## config.mk

```make
export PLATFORM = sky130hd
export DESIGN_NAME = tag_dispatch
export DESIGN_NICKNAME = d
export VERILOG_FILES = /design/src/rtl/tag_dispatch.sv
export SDC_FILE = /design/constraint.sdc
export NUM_CORES = 1
export LEC_CHECK = 0
export BUFFER_PORTS_ARGS = -buffer_cell sky130_fd_sc_hd__buf_2
export CORE_MARGIN = 2
export CORE_UTILIZATION = 50
export DETAILED_ROUTE_END_ITERATION = 10
export PLACE_DENSITY = 0.72
export SLEW_MARGIN = 20
export SYNTH_ARGS = -nofsm -noshare
export SYNTH_HDL_FRONTEND = slang
export SYNTH_SLANG_ARGS = --single-unit
```

## constraint.sdc

```tcl
create_clock -name clk -period 5.71 [get_ports clk]
set_input_delay 1.142 -clock clk [delete_from_list [all_inputs] [get_ports clk]]
set_output_delay 1.142 -clock clk [all_outputs]
set_load 0.005 [all_outputs]
```

## src/rtl/tag_dispatch.sv

```systemverilog
// Tag-routed dispatcher: the tag in the top bits of in_data picks a per-port FIFO
// and is stripped. Out-of-range tags are swallowed and logged in the error registers.
module tag_dispatch #(
  parameter int NUM_OUT    = 4,
  parameter int DATA_WIDTH = 32,
  parameter int TAG_WIDTH  = 4,
  parameter int FIFO_DEPTH = 2
) (
  input  logic                            clk,
  input  logic                            rst,
  input  logic                            in_valid,
  output logic                            in_ready,
  input  logic [TAG_WIDTH+DATA_WIDTH-1:0] in_data,
  output logic [NUM_OUT-1:0]              out_valid,
  input  logic [NUM_OUT-1:0]              out_ready,
  output logic [NUM_OUT*DATA_WIDTH-1:0]   out_data,
  output logic                            err_flag,
  output logic [TAG_WIDTH-1:0]            err_tag,
  output logic [7:0]                      err_count,
  input  logic                            err_clear
);

  localparam int PTR_W = $clog2(FIFO_DEPTH);
  localparam int CNT_W = PTR_W + 1;

  logic [TAG_WIDTH-1:0]  tag;
  logic [DATA_WIDTH-1:0] payload;
  logic                  tag_ok;
  logic                  bad_beat;
  logic [NUM_OUT-1:0]    full;
  logic [NUM_OUT-1:0]    push;
  logic [NUM_OUT-1:0]    pop;

  assign tag      = in_data[TAG_WIDTH+DATA_WIDTH-1 -: TAG_WIDTH];
  assign payload  = in_data[DATA_WIDTH-1:0];
  // Widened by one bit so NUM_OUT == 2**TAG_WIDTH still compares correctly.
  assign tag_ok   = {1'b0, tag} < (TAG_WIDTH+1)'(NUM_OUT);
  assign bad_beat = in_valid && !tag_ok;

  // Ready looks only at the addressed FIFO's pre-edge fullness, never at out_ready.
  always_comb begin
    in_ready = 1'b1;
    for (int i = 0; i < NUM_OUT; i++) begin
      if (tag == TAG_WIDTH'(i)) in_ready = !full[i];
    end
  end

  for (genvar g = 0; g < NUM_OUT; g++) begin : g_port
    logic [PTR_W-1:0]      wr_ptr;
    logic [PTR_W-1:0]      rd_ptr;
    logic [CNT_W-1:0]      count;
    logic [DATA_WIDTH-1:0] mem [FIFO_DEPTH];

    assign full[g]      = count == CNT_W'(FIFO_DEPTH);
    assign out_valid[g] = count != '0;
    assign push[g]      = in_valid && in_ready && (tag == TAG_WIDTH'(g));
    assign pop[g]       = out_valid[g] && out_ready[g];
    assign out_data[g*DATA_WIDTH +: DATA_WIDTH] = out_valid[g] ? mem[rd_ptr] : '0;

    always_ff @(posedge clk) begin
      if (push[g]) mem[wr_ptr] <= payload;
    end

    always_ff @(posedge clk or posedge rst) begin
      if (rst) begin
        wr_ptr <= '0;
        rd_ptr <= '0;
        count  <= '0;
      end else begin
        if (push[g]) wr_ptr <= wr_ptr + PTR_W'(1);
        if (pop[g])  rd_ptr <= rd_ptr + PTR_W'(1);
        case ({push[g], pop[g]})
          2'b10:   count <= count + CNT_W'(1);
          2'b01:   count <= count - CNT_W'(1);
          default: count <= count;
        endcase
      end
    end
  end

  // A clear in the same cycle as a bad beat wins; that beat is not counted.
  always_ff @(posedge clk or posedge rst) begin
    if (rst) begin
      err_flag  <= 1'b0;
      err_tag   <= '0;
      err_count <= '0;
    end else if (err_clear) begin
      err_flag  <= 1'b0;
      err_tag   <= '0;
      err_count <= '0;
    end else if (bad_beat) begin
      if (err_count != 8'hFF) err_count <= err_count + 8'd1;
      if (!err_flag) begin
        err_flag <= 1'b1;
        err_tag  <= tag;
      end
    end
  end

endmodule

```

==> impl_metrics.toml <==
[run_status]
status = "finished, final reports clean"

[worst_setup_path]
crit_path_max_fanout = 33
crit_buf_inv = 1
cp_slowest_cell = "dfrtp_2"
critPathKind = "register to primary output"
cp.arrival_ns = 2.25
cpLargestDelayFamily = "flip-flops"
crit_required_ns = 4.57
worstSetupEndpointType = "primary output"
critPathMaxStageDelay_ns = 1.03
crit_chain = "mux2i_1 -> nor2_1 -> buf_2"
cp-start-kind = "register"

[logic_synthesis]
synth_top_area_share_pct = 69.2
synthFlopType = "edfxtp_1"
synth_top_area_cell = "edfxtp_1"
syn_nets = 740
synthTopCellsByArea = "edfxtp_1, mux2i_1, dfrtp_1, nor2_1, buf_2"
synth.most_common_cell = "edfxtp_1"
synth_edf_count = 256
syn_avg_cell_area_um2 = 16.1
ys_seq_area_share_pct = 75.7
synth_seq_cells = 285
netlist-cell-type-count = 35
synth-async-reset-ratio_pct = 10.2
synthCells = 691
synth_area_mm2 = 0.0111
synth.top_cells.by_count = "edfxtp_1, nor2_1, mux2i_1"
ys_warn_count = 0

[clock_tree]
clkTransAtPathRegs_ns = 0.06
postCtsSetupRepairBufs = 0
ctsResizeCount = 0
clockRootBuffer = "clkbuf_16"
cts_hold_buf = 0
clk_latency_ns = 0.53
cts_buffers = 28
cts_tree = "done"
clockBufferDepth = 3
clock_sinks = 285
htree_num_levels = 1

[routing]
wl_per_cell_um = 19.5
drc = 0
vias = 6192
drt_pass1_iterations = 5
drtAntennaViolNets = 0
routed_wl_um = 22900
drt_iter0_drc = 343
via_per_inst = 5.26

[finish]
area_delta_synth_final_pct = 18.8
drive_gt1_share_pct = 27.7
fillers = 1642
fin_cells = 1177
num-nets-final = 927

[timing]
setup_tns_ns = 0
setup_viol = 0
hold_violations = 0
rsz0062_at_grt = "false"
skew_ns = 0.00578
tightest_slew_ns = 1.07
finalCriticalPeriod_ns = 3.39
fin_crit_sh_pct = 59.4
maxSlewHeadroom_pct = 28.4
slew_viol_final = 0
max_freq_mhz = 295

[min_path]
hold_path.class = "register to register"

[placed_design]
dpl.hpwl_um = 14300
dpl.cell_count = 1128
port_buffers = 189
gp_congestion = 0.706

[grt]
grt.overflow.total = 0
antenna_found_initial = 2
grt_first_pass_wirelength_um = 35200
grt_pass1_vias = 6111
grt_start_max_net_pins = 34
grtUsageTotal_pct = 19.4

[pwr]
finalPower_w = 0.00600
power_density_mw_per_mm2 = 454
peakVddDrop_v = 0.000260
p_leak_nw = 5.27

[floorplanning]
core_area_mm2 = 0.0218
start_util_pct = 50.9
die_h_um = 153
dieArea_mm2 = 0.0234
io_pins = 190
rows = 54
die_w_um = 153

[flow_run]
cap_violations = 0
## registers in the layout (all words and copies together) (netlist names)
register,flops
err_flag,1
g_port.rd_ptr,4
g_port.mem,256
g_port.count,8
err_count,8
g_port.wr_ptr,4
err_tag,4
## placed cells by master, fill, tap and decap left out, types with 6 or more instances in the layout
master / count
buf_2: 189
clkbuf_16: 29
clkinv_1: 11
dfrtp_1: 25
edfxtp_1: 256
inv_1: 10
mux2i_1: 130
nand2_1: 6
nor2_1: 144
nor2_4: 12
xnor2_1: 8
xor2_1: 9
## final timing paths
path	from	endpoint	depth (start not counted)	slack, ns
min in group asynchronous	rst	err_count[1]	3	0.67
min	g_port[1].count[1]	g_port[1].count[1]	1	0.54
max in group asynchronous	rst	g_port[2].rd_ptr	3	4.74
min reg2reg	g_port[1].count[1]	g_port[1].count[1]	1	0.54
max reg2reg	g_port[1].count[1]	g_port[1].mem[0][21]	3	3.37
max	g_port[3].rd_ptr	out_data[100]	3	2.32
## cell families after synthesis
logic type / after synthesis / synth area share [%]
buffers and inverters: 43 / 1.79
flip-flops: 285 / 75.7
AO/OA/AOI/OAI: 19 / 1.09
multiplexers: 132 / 12.0
adder cells (fa/ha/maj): 5 / 0.563
XOR/XNOR: 21 / 1.93
AND/OR/NAND/NOR: 186 / 6.91
## routing by layer
| layer | wire, um | vias up | part of all wire, % | GRT usage (%) |
|---|---|---|---|---|
| met5 | 16 | - | 0.070 | 0 |
| met4 | 456 | 2 | 2.0 | 5.11 |
| met3 | 1550 | 35 | 6.8 | 3.49 |
| met2 | 10600 | 209 | 46 | 30.6 |
| met1 | 10300 | 3055 | 45 | 28.3 |
| li1 | - | 2891 | - | - |
## layout make-up
class	instances	area (um2)	share of cell area, %
Antenna cell	1	2.50	0.0190
Clock buffer	33	741	5.61
Clock inverter	15	111	0.843
Inverter	10	37.5	0.284
Multi-Input combinational cell	363	2590	19.6
Sequential cell	285	8420	63.7
Tap cell	280	350	2.65
Timing Repair Buffer	190	953	7.22
## stage by stage
stage / setup WS [ns] / instance area, um2 / hold slack, ns / util, %
6_report: 2.32 / 13200 / 0.542 / 60.5
5_1_grt: 2.23 / 13200 / 0.558 / 60.5
4_1_cts: 2.33 / 13200 / 0.544 / 60.5
3_5_place_dp: 2.36 / 12400 / 0.537 / 56.6
3_3_place_gp: 2.38 / 12400 / 0.527 / 56.6
2_1_floorplan: 2.08 / 11100 / 0.456 / -
## worst reg2reg max path: cells and delay by family, from the launching register on
kind             cells  cell delay (ns)
and+or+nand+nor      3             1.53
DFF                  1             0.42
## power by group
part | switching, W | total, W | internal, W
Sequential | 0.000343 | 0.00271 | 0.00237
Clock | 0.000715 | 0.00172 | 0.00100
Combinational | 0.000795 | 0.00156 | 0.000769
No activity file was read; power rests on OpenSTA's default activity.
